`src/rtl/writeback_buffer_pkg.sv`:
```
// rtl/writeback_buffer_pkg.sv - shared types and helpers for the line write-back buffer
//
// Purpose: address/data widths, FSM state encodings and per-entry metadata
//          used by writeback_buffer and wb_line_store.
// Contents: ADDR_WIDTH, DATA_WIDTH, wb_cap_state_t, wb_drain_state_t,
//           wb_read_state_t, wb_entry_meta_t, same_line().
package writeback_buffer_pkg;

    localparam int ADDR_WIDTH = 32;
    localparam int DATA_WIDTH = 32;

    typedef enum logic {
        CAP_IDLE,
        CAP_FILL
    } wb_cap_state_t;

    typedef enum logic [1:0] {
        DR_IDLE,
        DR_GO,
        DR_STREAM
    } wb_drain_state_t;

    typedef enum logic {
        RD_IDLE,
        RD_HOLD
    } wb_read_state_t;

    typedef struct packed {
        logic [ADDR_WIDTH-1:0] base;
        logic                  valid;
    } wb_entry_meta_t;

    // Line-granular address match: byte and word offset bits are ignored so a
    // refill with any address inside a buffered line is treated as a hazard.
    function automatic logic same_line(input logic [ADDR_WIDTH-1:0] a,
                                       input logic [ADDR_WIDTH-1:0] b,
                                       input int unsigned            offset_bits);
        logic [ADDR_WIDTH-1:0] mask;
        mask = {ADDR_WIDTH{1'b1}} << offset_bits;
        return (a & mask) == (b & mask);
    endfunction

endpackage

```
`src/rtl/wb_line_store.sv`:
```
// rtl/wb_line_store.sv - DEPTH x LINE_WORDS data word array for buffered lines
//
// Purpose: holds the data words of every buffered line.
// Ports:
//   clk                         clock
//   wr_entry/wr_word/wr_data/wr_en   single synchronous write port
//   rd_entry/rd_word -> rd_data      asynchronous read port
module wb_line_store
    import writeback_buffer_pkg::*;
#(
    parameter  int DEPTH              = 2,
    parameter  int BLOCK_OFFSET_WIDTH = 2,
    localparam int PTR_W              = $clog2(DEPTH),
    localparam int LINE_WORDS         = 1 << BLOCK_OFFSET_WIDTH
) (
    input  logic                          clk,
    input  logic [PTR_W-1:0]              wr_entry,
    input  logic [BLOCK_OFFSET_WIDTH-1:0] wr_word,
    input  logic [DATA_WIDTH-1:0]         wr_data,
    input  logic                          wr_en,
    input  logic [PTR_W-1:0]              rd_entry,
    input  logic [BLOCK_OFFSET_WIDTH-1:0] rd_word,
    output logic [DATA_WIDTH-1:0]         rd_data
);

    // Plain storage, no reset: contents are only meaningful behind a valid bit.
    logic [DATA_WIDTH-1:0] mem_q [DEPTH*LINE_WORDS];

    always_ff @(posedge clk) begin
        if (wr_en) begin
            mem_q[{wr_entry, wr_word}] <= wr_data;
        end
    end

    assign rd_data = mem_q[{rd_entry, rd_word}];

endmodule

```
`src/rtl/writeback_buffer.sv`:
```
// rtl/writeback_buffer.sv - line write-back buffer between d_cache memory ports and memory
//
// Purpose: captures flushed dirty lines into a circular FIFO, drains them to
//          memory in the background, and holds refills that hit a buffered line.
// Ports:
//   clk, rst                    clock, synchronous active-high reset
//   up_write_*                  flush port facing the d_cache write requester
//   dn_write_*                  write request toward memory
//   up_read_*                   refill port facing the d_cache read requester
//   dn_read_*                   read request toward memory
//   occupancy                   valid plus capturing entries
// Configuration:
//   WRITEBACK_BUFFER_HAZARD_CHECK_EN  defined: per-entry line address compare;
//                                     undefined: any buffered line holds every read.
module writeback_buffer
    import writeback_buffer_pkg::*;
#(
    parameter  int DEPTH              = 2,
    parameter  int BLOCK_OFFSET_WIDTH = 2,
    localparam int PTR_W              = $clog2(DEPTH),
    localparam int OCC_W              = $clog2(DEPTH) + 1
) (
    input  logic                  clk,
    input  logic                  rst,

    input  logic                  up_write_control_go,
    input  logic [ADDR_WIDTH-1:0] up_write_control_base,
    input  logic [ADDR_WIDTH-1:0] up_write_control_length,
    output logic                  up_write_control_done,
    input  logic [DATA_WIDTH-1:0] up_write_user_data,
    input  logic                  up_write_user_we,
    output logic                  up_write_user_full,

    output logic                  dn_write_control_go,
    output logic [ADDR_WIDTH-1:0] dn_write_control_base,
    output logic [ADDR_WIDTH-1:0] dn_write_control_length,
    input  logic                  dn_write_control_done,
    output logic [DATA_WIDTH-1:0] dn_write_user_data,
    output logic                  dn_write_user_we,
    input  logic                  dn_write_user_full,

    input  logic                  up_read_control_go,
    input  logic [ADDR_WIDTH-1:0] up_read_control_base,
    input  logic [ADDR_WIDTH-1:0] up_read_control_length,
    output logic                  up_read_control_done,
    output logic                  up_read_user_available,
    output logic [DATA_WIDTH-1:0] up_read_user_data,
    input  logic                  up_read_user_re,

    output logic                  dn_read_control_go,
    output logic [ADDR_WIDTH-1:0] dn_read_control_base,
    output logic [ADDR_WIDTH-1:0] dn_read_control_length,
    input  logic                  dn_read_control_done,
    input  logic                  dn_read_user_available,
    input  logic [DATA_WIDTH-1:0] dn_read_user_data,
    output logic                  dn_read_user_re,

    output logic [OCC_W-1:0]      occupancy
);

    localparam int                  LINE_WORDS = 1 << BLOCK_OFFSET_WIDTH;
    localparam logic [ADDR_WIDTH-1:0] LINE_BYTES = ADDR_WIDTH'(LINE_WORDS << 2);
    localparam logic [OCC_W-1:0]    DEPTH_OCC  = OCC_W'(DEPTH);

    // Every line is a fixed size, so the flush length carries no information.
    logic unused_length;
    assign unused_length = ^up_write_control_length;

    wb_cap_state_t                 cap_state_q, cap_state_d;
    logic [BLOCK_OFFSET_WIDTH-1:0] cap_word_q,  cap_word_d;
    logic [PTR_W-1:0]              tail_q,      tail_d;

    wb_drain_state_t               dr_state_q,  dr_state_d;
    logic [BLOCK_OFFSET_WIDTH-1:0] dr_word_q,   dr_word_d;
    logic [PTR_W-1:0]              head_q,      head_d;

    wb_read_state_t                rd_state_q,  rd_state_d;
    logic [ADDR_WIDTH-1:0]         rd_base_q,   rd_base_d;
    logic [ADDR_WIDTH-1:0]         rd_len_q,    rd_len_d;

    wb_entry_meta_t                meta_q [DEPTH];
    wb_entry_meta_t                meta_d [DEPTH];
    logic [OCC_W-1:0]              valid_cnt_q, valid_cnt_d;

    logic                          cap_accept;
    logic                          cap_wr;
    logic                          cap_last;
    logic                          dr_last;
    logic                          up_conflict;
    logic                          hold_conflict;
    logic                          rd_fire_held;
    wb_entry_meta_t                head_meta;

    // A line being captured already counts, so the flush port closes while
    // the last free slot is still filling.
    assign occupancy             = valid_cnt_q + OCC_W'(cap_state_q == CAP_FILL);
    assign up_write_control_done = (cap_state_q == CAP_IDLE) && (occupancy < DEPTH_OCC);
    assign up_write_user_full    = 1'b0;

    assign cap_accept = up_write_control_done && up_write_control_go;
    assign cap_wr     = (cap_state_q == CAP_FILL) && up_write_user_we;
    assign cap_last   = cap_wr && (&cap_word_q);

    assign head_meta               = meta_q[head_q];
    assign dn_write_control_go     = (dr_state_q == DR_GO);
    assign dn_write_control_base   = head_meta.base;
    assign dn_write_control_length = LINE_BYTES;
    assign dn_write_user_we        = (dr_state_q == DR_STREAM) && !dn_write_user_full;
    assign dr_last                 = dn_write_user_we && (&dr_word_q);

    wb_line_store #(
        .DEPTH              (DEPTH),
        .BLOCK_OFFSET_WIDTH (BLOCK_OFFSET_WIDTH)
    ) u_line_store (
        .clk      (clk),
        .wr_entry (tail_q),
        .wr_word  (cap_word_q),
        .wr_data  (up_write_user_data),
        .wr_en    (cap_wr),
        .rd_entry (head_q),
        .rd_word  (dr_word_q),
        .rd_data  (dn_write_user_data)
    );

`ifdef WRITEBACK_BUFFER_HAZARD_CHECK_EN
    // An entry is live from the moment its base is latched until its last
    // word has been accepted downstream.
    logic entry_live [DEPTH];

    always_comb begin
        for (int i = 0; i < DEPTH; i++) begin
            entry_live[i] = meta_q[i].valid ||
                            ((cap_state_q == CAP_FILL) && (tail_q == PTR_W'(i)));
        end
    end

    always_comb begin
        up_conflict   = 1'b0;
        hold_conflict = 1'b0;
        for (int i = 0; i < DEPTH; i++) begin
            if (entry_live[i] && same_line(meta_q[i].base, up_read_control_base,
                                           BLOCK_OFFSET_WIDTH + 2)) begin
                up_conflict = 1'b1;
            end
            if (entry_live[i] && same_line(meta_q[i].base, rd_base_q,
                                           BLOCK_OFFSET_WIDTH + 2)) begin
                hold_conflict = 1'b1;
            end
        end
    end
`else
    // Without comparators every read waits for an empty buffer.
    always_comb begin
        up_conflict   = (occupancy != '0);
        hold_conflict = (occupancy != '0);
    end
`endif

    assign rd_fire_held = (rd_state_q == RD_HOLD) && !hold_conflict && dn_read_control_done;

    assign dn_read_control_go     = (rd_state_q == RD_IDLE) ? (up_read_control_go && !up_conflict)
                                                            : rd_fire_held;
    assign dn_read_control_base   = (rd_state_q == RD_HOLD) ? rd_base_q : up_read_control_base;
    assign dn_read_control_length = (rd_state_q == RD_HOLD) ? rd_len_q  : up_read_control_length;
    assign up_read_control_done   = dn_read_control_done && (rd_state_q == RD_IDLE);

    assign up_read_user_available = dn_read_user_available;
    assign up_read_user_data      = dn_read_user_data;
    assign dn_read_user_re        = up_read_user_re;

    // Capture FSM
    always_comb begin
        cap_state_d = cap_state_q;
        cap_word_d  = cap_word_q;
        tail_d      = tail_q;
        case (cap_state_q)
            CAP_IDLE: begin
                if (cap_accept) begin
                    cap_state_d = CAP_FILL;
                    cap_word_d  = '0;
                end
            end
            CAP_FILL: begin
                if (cap_wr) begin
                    cap_word_d = cap_word_q + BLOCK_OFFSET_WIDTH'(1);
                    if (cap_last) begin
                        cap_state_d = CAP_IDLE;
                        tail_d      = tail_q + PTR_W'(1);
                    end
                end
            end
            default: cap_state_d = CAP_IDLE;
        endcase
    end

    // Drain FSM: head valid comes from the register, so a line finishing
    // capture this cycle is only seen next cycle.
    always_comb begin
        dr_state_d = dr_state_q;
        dr_word_d  = dr_word_q;
        head_d     = head_q;
        case (dr_state_q)
            DR_IDLE: begin
                if (head_meta.valid && dn_write_control_done) begin
                    dr_state_d = DR_GO;
                end
            end
            DR_GO: begin
                dr_state_d = DR_STREAM;
                dr_word_d  = '0;
            end
            DR_STREAM: begin
                if (dn_write_user_we) begin
                    dr_word_d = dr_word_q + BLOCK_OFFSET_WIDTH'(1);
                    if (dr_last) begin
                        dr_state_d = DR_IDLE;
                        head_d     = head_q + PTR_W'(1);
                    end
                end
            end
            default: dr_state_d = DR_IDLE;
        endcase
    end

    // Entry metadata and valid count. Capture completion and a pop in the
    // same cycle cancel out in the count.
    always_comb begin
        for (int i = 0; i < DEPTH; i++) begin
            meta_d[i] = meta_q[i];
        end
        if (cap_accept) begin
            meta_d[tail_q].base = up_write_control_base;
        end
        if (cap_last) begin
            meta_d[tail_q].valid = 1'b1;
        end
        if (dr_last) begin
            meta_d[head_q].valid = 1'b0;
        end

        valid_cnt_d = valid_cnt_q;
        if (cap_last && !dr_last) begin
            valid_cnt_d = valid_cnt_q + OCC_W'(1);
        end else if (!cap_last && dr_last) begin
            valid_cnt_d = valid_cnt_q - OCC_W'(1);
        end
    end

    // Read FSM
    always_comb begin
        rd_state_d = rd_state_q;
        rd_base_d  = rd_base_q;
        rd_len_d   = rd_len_q;
        case (rd_state_q)
            RD_IDLE: begin
                if (up_read_control_go && up_conflict) begin
                    rd_state_d = RD_HOLD;
                    rd_base_d  = up_read_control_base;
                    rd_len_d   = up_read_control_length;
                end
            end
            RD_HOLD: begin
                if (rd_fire_held) begin
                    rd_state_d = RD_IDLE;
                end
            end
            default: rd_state_d = RD_IDLE;
        endcase
    end

    always_ff @(posedge clk) begin
        if (rst) begin
            cap_state_q <= CAP_IDLE;
            cap_word_q  <= '0;
            tail_q      <= '0;
            dr_state_q  <= DR_IDLE;
            dr_word_q   <= '0;
            head_q      <= '0;
            rd_state_q  <= RD_IDLE;
            rd_base_q   <= '0;
            rd_len_q    <= '0;
            valid_cnt_q <= '0;
            for (int i = 0; i < DEPTH; i++) begin
                meta_q[i] <= '0;
            end
        end else begin
            cap_state_q <= cap_state_d;
            cap_word_q  <= cap_word_d;
            tail_q      <= tail_d;
            dr_state_q  <= dr_state_d;
            dr_word_q   <= dr_word_d;
            head_q      <= head_d;
            rd_state_q  <= rd_state_d;
            rd_base_q   <= rd_base_d;
            rd_len_q    <= rd_len_d;
            valid_cnt_q <= valid_cnt_d;
            for (int i = 0; i < DEPTH; i++) begin
                meta_q[i] <= meta_d[i];
            end
        end
    end

endmodule

```
`config.mk`:
```
export PLATFORM = sky130hd
export DESIGN_NAME = writeback_buffer
export DESIGN_NICKNAME = d
export VERILOG_FILES = /design/src/rtl/writeback_buffer_pkg.sv /design/src/rtl/wb_line_store.sv /design/src/rtl/writeback_buffer.sv
export SDC_FILE = /design/constraint.sdc
export NUM_CORES = 1
export LEC_CHECK = 0
export CORE_MARGIN = 2
export CORE_UTILIZATION = 50
export CTS_CLUSTER_SIZE = 28
export DETAILED_ROUTE_END_ITERATION = 8
export HOLD_SLACK_MARGIN = 0.15
export PLACE_DENSITY = 0.9
export SETUP_SLACK_MARGIN = 0.05
export SLEW_MARGIN = 10
export SYNTH_ARGS = -nofsm -noshare
export SYNTH_HDL_FRONTEND = slang
export SYNTH_SLANG_ARGS = --single-unit
```
`constraint.sdc`:
```
create_clock -name clk -period 4.6 [get_ports clk]
set_input_delay 1.15 -clock clk [delete_from_list [all_inputs] [get_ports clk]]
set_output_delay 1.15 -clock clk [all_outputs]
set_load 0.005 [all_outputs]
```
-- Word level (Yosys, flattened, before mapping)
Memory sizes are Yosys's and may differ from the RTL's. A register that Yosys moved wholly into a read port is not among the register bits.
Cells that the tools add are included.
- bits in registers: 76
- bits in latches: 0
- memory bits (writable): 322
- ROM bits: 0
- memories: 2
- $add $sub $neg: 7
- multiply operators: 0
- divide/modulo/power cells: 0
- order comparisons: 5
- equality and inequality tests: 7
- shifts and indexed selects: 0
- mux-type cells: 42
- bitwise gates (word level): 6
- reductions and logical operators: 32
- memories (name ; depth ; bits a word ; read ports ; clocked after memory_dff ; write ports ; line ; source):
    u_line_store.mem_q ; 8 ; 32 ; 1 ; 0 ; 1 ; wb_line_store.sv:27 ; logic [DATA_WIDTH-1:0] mem_q [DEPTH*LINE_WORDS];
    meta_q ; 2 ; 33 ; 3 ; 1 ; 2 ; writeback_buffer.sv:81 ; wb_entry_meta_t meta_q [DEPTH];
- operator list (operator ; number):
    $bwmux W66 ; 3
    $mux W66 ; 3
    $demux W33 S1 ; 3
    $mux W33 ; 3
    $mux W32 ; 2
    $logic_and A1 B1 Y1 ; 16
    $mux W2 ; 8
    $mux W1 ; 15
    $reduce_and A2 Y1 ; 5
    $reduce_and A3 Y1 ; 3
    $ne A2 B2 Y1 const B ; 4
    $pmux W2 S2 ; 2
    $add A2 B1 Y2 const B ; 3
    $pmux W2 S3 ; 1
    $reduce_bool A2 Y1 ; 3
    $ge A2 B2 Y1 const B ; 2
    $logic_not A1 Y1 ; 4
    $lt A2 B1 Y1 const B ; 2
    $not A1 Y2 ; 2
    $pmux W1 S2 ; 2
    $add A1 B1 Y1 const B ; 2
    $add A2 B1 Y2 ; 1
    $eq A2 B1 Y1 const B ; 1
    $eq A2 B2 Y1 const B ; 1
    6 further kinds ; 8

-- Logic depth before layout (Yosys ltp)
- depth in word-level cells: 12
- depth in mapped cells: 7
- gate-level depth less buffers: 6

-- Modules after synthesis
From an unflattened synthesis, not the netlist that was laid out.
- cells, all modules: 1038
- area, all modules: 16664.7 um^2
- by module, submodules not included (module ; instances ; cells an instance ; area each (um^2)):
    wb_line_store ; 1 ; 383 ; 9825.7
    writeback_buffer ; 1 ; 655 ; 6839.1

-- Worst setup path after synthesis
OpenSTA, ideal clock, no wires.
- path kind: input to register
- start point: input port up_write_user_we
- end point: memory u_line_store.mem_q[0][0], enable pin
- setup time: 0.461 ns
- arrival time: 3.730 ns
- required time: 4.139 ns
- setup slack: 0.409 ns
- stages on the path: 3
- path buffers: 0
- path through: nand2_1 or2_2 nor3_1
- word-level cells in the longest chain between the ends: 3
- RTL lines (what ; line ; source):
    from (decl) ; writeback_buffer.sv:31 ; input logic up_write_user_we,
    $logic_and A1 B1 Y1 ; writeback_buffer.sv:101 ; assign cap_wr = (cap_state_q == CAP_FILL) && up_write_user_we;
    $mux W1 ; wb_line_store.sv:30 ; if (wr_en) begin
    $mux W1 (implied by the code) ; wb_line_store.sv:31 ; mem_q[{wr_entry, wr_word}] <= wr_data;
    to (decl) ; wb_line_store.sv:27 ;
No other way between the ends.

-- Final worst setup path
- start point: register dr_word_q[0]
- end point: output port dn_write_user_data[12]
- word-level cells in the longest chain between the ends: 1
- RTL lines (what ; line ; source):
    from (decl) ; writeback_buffer.sv:74 ; logic [BLOCK_OFFSET_WIDTH-1:0] dr_word_q, dr_word_d;
    from (signal assigned) ; writeback_buffer.sv:291 ; dr_word_q <= dr_word_d;
    $mem_v2 Z8 W32 ; n/a ;
    to (decl) ; writeback_buffer.sv:38 ; output logic [DATA_WIDTH-1:0] dn_write_user_data,
No other way between the ends.

==> metrics.md <==
| Metric | Value |
|---|---|
| Number of buffer and inverter stages on the critical path | `2` |
| Fin Clk Skew | `between 0.02 and 0.03 ns` |
| Sequential-to-total area share from yosys stat | `0.642` |
| Worst Path Arrival | `a little under 3 ns` |
| Stages on worst setup path | `4` |
| Initial drt markers | `630` |
| Leading cell type in the layout, fill and taps excluded | `sky130_fd_sc_hd__clkdlybuf4s50_1` |
| Leading cell types by total area after synthesis | `sky130_fd_sc_hd__edfxtp_1 47%, sky130_fd_sc_hd__dfxtp_1 17%, sky130_fd_sc_hd__mux2_2 8.8%, sky130_fd_sc_hd__mux4_2 8.8%, sky130_fd_sc_hd__mux2i_1 4.0%` |
| Slowest stage delay, CP | `between 0.6 and 0.7 ns` |
| Row count | `66` |
| Fin. Hold Viols | `0` |
| Count of distinct cell types in the synthesized netlist | `between 40 and 50` |
| Per-cell via count in the routed design | `between 5 and 6` |
| WL final | `roughly 37000 um` |
| Die ar. | `34300 um2` |
| Capture point of the worst reg-to-reg path | `rd_len_q[15]` |
| Max rail drop VDD | `0.000296 V` |
| Total Nets Final | `between 1000 and 1500` |
| Classification of the worst-slack hold path | `reg -> reg` |
| Time the final worst path needs with I/O delays and setup | `4.06 ns` |
| Crit path cell chain | `buf_4, mux4_2, mux2_2, clkdlybuf4s50_1` |
| Critical R2R Launch | `cap_state_q` |
| Clock-pin transition on the worst setup and hold timing paths | `0.06 ns` |
| Cell taking the most area after synthesis | `sky130_fd_sc_hd__edfxtp_1` |
| Syn Inst Count | `between 1000 and 1500` |
| Residual overflow from global routing | `0` |
| Routability congestion estimate from global placement | `approximately 0.75` |
| Length of the first detailed-routing pass in iterations | `6` |
| CTS tree | `done` |
| Startpoint kind of the worst setup timing path | `flop` |
| Detail-routed net length per standard cell | `21.2 um` |
| Count of instances resized after the clock tree is built | `0` |
| Pin count of the biggest net entering global routing | `between 150 and 200` |
| Num ports | `roughly 400` |
| Number of DRC violations after detailed routing | `0` |
| Endpoint class of the critical path | `output pin` |
| Run status | `finished, final reports clean` |
| Number of register bits inferred by synthesis | `between 300 and 400` |
| Actual transition at the worst max-transition pin | `a little under 0.9 ns` |
| Dominant synthesized flop cell | `sky130_fd_sc_hd__edfxtp_1` |
| CTS sink count | `399` |
| Total negative setup slack | `0 ns` |
| RSZ-0062 raised after global routing | `false` |
| Residual antenna-violating net count after detailed routing | `0` |
| Number of buffers created by CTS | `42` |
| Power density of the placed cells | `390 nW/um2` |
| Maximum clock frequency | `roughly 250 MHz` |
| Via total after detailed routing | `9771` |
| Number of warnings printed during yosys synthesis | `0` |
| Later-pin clock latency in the skew report | `approximately 0.55 ns` |
| Final design utilization | `0.640` |
| Overall fraction of global-route tracks in use | `0.214` |
| Hold-fix buffers, CTS | `0` |
| Vias in the first global route | `slightly above 10000` |
| Relative slew slack | `0.423` |
| Initial antenna violation count | `4` |
| Worst-case reg-to-reg path depth | `6` |
| Share of the synthesized area in the top cell type | `0.468` |
| Slack of the worst reg-to-reg path | `2.25 ns` |
| Die Span Y | `roughly 190 um` |
| Average cell area after synthesis | `around 16 um2` |
| Post-Syn Area | `around 16000 um2` |
| Deepest clock path buffer count | `3` |
| Top library cells by usage in the layout, fill and taps aside | `270 x sky130_fd_sc_hd__clkdlybuf4s50_1, 256 x sky130_fd_sc_hd__edfxtp_1, 139 x sky130_fd_sc_hd__dfxtp_1` |
| Leak pwr | `approximately 0.0073 uW` |
| Clock H-tree levels | `2` |
| Non-Filler Cell Area, Final | `about 21000 um2` |
| Fin crit share | `0.882` |
| CP top delay family | `buffers and inverters` |
| Root buffer cell | `sky130_fd_sc_hd__clkbuf_16` |
| Die X-Extent | `185 um` |
| P&R area growth vs syn | `26.5%` |
| Maximum fanout along the worst path | `25` |
| Post-CTS Setup Inserts | `0` |
| Required time of the critical path | `between 3 and 4 ns` |
| Worst setup path startpoint | `dr_word_q[0]` |
| Final max-slew violation count | `0` |
| Setup-failing EPs final | `0` |
| Classification of the worst setup path | `reg -> out` |
| Post-DP HPWL | `~23000 um` |
| CP max-delay cell | `sky130_fd_sc_hd__dfxtp_4` |
| Maxcap violations | `0` |
| Placed cell area | `around 19000 um2` |
| Proportion of layout cells with a drive suffix above 1 | `0.234` |
| Timing endpoint of the critical path | `dn_write_user_data[12]` |
| Initial cell density of the core | `0.506` |
| Global-route wire length before repair | `between 50000 and 60000 um` |
| Area of the placeable core | `between 30000 and 40000 um2` |
| Number of flops mapped to enable cells by yosys | `around 260` |
| Async SR Flop Fraction | `0` |
| IO buf count | `270` |
[layout make-up]
type,count,area (um2)
antenna,4,10.0
clock buffer,50,1140
clock inverter,27,378
fill,2198,11700
inverter,7,28.8
multi-input combinational,520,5170
sequential,399,10600
tap,442,553
timing repair buffer,293,2940
[tightest hold or removal path, stage by stage (launching register included)]
cell	delay (ns)
sky130_fd_sc_hd__dfxtp_1	0.30
sky130_fd_sc_hd__nand2_1	0.05
sky130_fd_sc_hd__mux2i_1	0.05
[power breakdown]
group	switching, uW	internal (uW)
logic	234	342
clock network	1400	2240
registers	27.7	3870
[how the worst min path moves through the flow]
stage	start	end	cells after the start
global route	flop	flop	2
global placement	flop	flop	2
finish	flop	flop	2
floorplan	flop	flop	2
CTS	flop	flop	2
detailed placement	flop	flop	2
[cell usage after synthesis, types with 2 or more instances]
| library cell | instances |
|---|---|
| sky130_fd_sc_hd__a21oi_1 | 10 |
| sky130_fd_sc_hd__ha_1 | 4 |
| sky130_fd_sc_hd__nor3_1 | 4 |
| sky130_fd_sc_hd__a32o_1 | 64 |
| sky130_fd_sc_hd__clkbuf_1 | 29 |
| sky130_fd_sc_hd__mux4_2 | 64 |
| sky130_fd_sc_hd__o311ai_0 | 2 |
| sky130_fd_sc_hd__dfxtp_1 | 143 |
| sky130_fd_sc_hd__inv_2 | 2 |
| sky130_fd_sc_hd__edfxtp_1 | 256 |
| sky130_fd_sc_hd__conb_1 | 2 |
| sky130_fd_sc_hd__nand3_1 | 4 |
| sky130_fd_sc_hd__nand2_1 | 100 |
| sky130_fd_sc_hd__mux2i_1 | 65 |
| sky130_fd_sc_hd__nor2b_1 | 2 |
| sky130_fd_sc_hd__o21ai_0 | 3 |
| sky130_fd_sc_hd__xor2_1 | 3 |
| sky130_fd_sc_hd__buf_1 | 6 |
| sky130_fd_sc_hd__buf_4 | 68 |
| sky130_fd_sc_hd__buf_6 | 7 |
| sky130_fd_sc_hd__inv_1 | 5 |
| sky130_fd_sc_hd__nand2b_1 | 5 |
| sky130_fd_sc_hd__buf_2 | 28 |
| sky130_fd_sc_hd__nor2_1 | 13 |
| sky130_fd_sc_hd__mux2_2 | 128 |
[kinds of logic (layout without fill, tap and decap cells)]
logic type / count (synthesis) / after routing / synth area share
xor gates and xnor gates: 5 / 5 / 0.00312
other: 2 / 37 / 0.000457
AOI/OAI and AO/OA: 84 / 84 / 0.0465
DFF: 399 / 399 / 0.642
buffers and inverters: 145 / 377 / 0.0540
and+or+nand+nor: 137 / 137 / 0.0358
muxes: 257 / 257 / 0.215
adders and majority gates: 4 / 4 / 0.00305
[per-stage QoR]
step / cells / worst slack (ns) / hold slack [ns] / power [uW]
detailed placement: 1661 / 0.562 / 0.453 / 4540
CTS: 1738 / 0.458 / 0.461 / 8180
global placement: 1661 / 0.580 / 0.439 / 4520
floorplan: 1064 / 0.409 / 0.432 / 4240
global route: 1741 / 0.384 / 0.478 / 8370
finish: 1742 / 0.544 / 0.456 / 8110
[metal layers]
layer,global-route usage,vias to the layer above,part of all wire
met5,0,-,0
met4,0.0781,0,0.030
met3,0.0458,69,0.064
met2,0.384,362,0.53
met1,0.252,4983,0.38
li1,-,4357,-
Power figures use the tool's default switching activity.
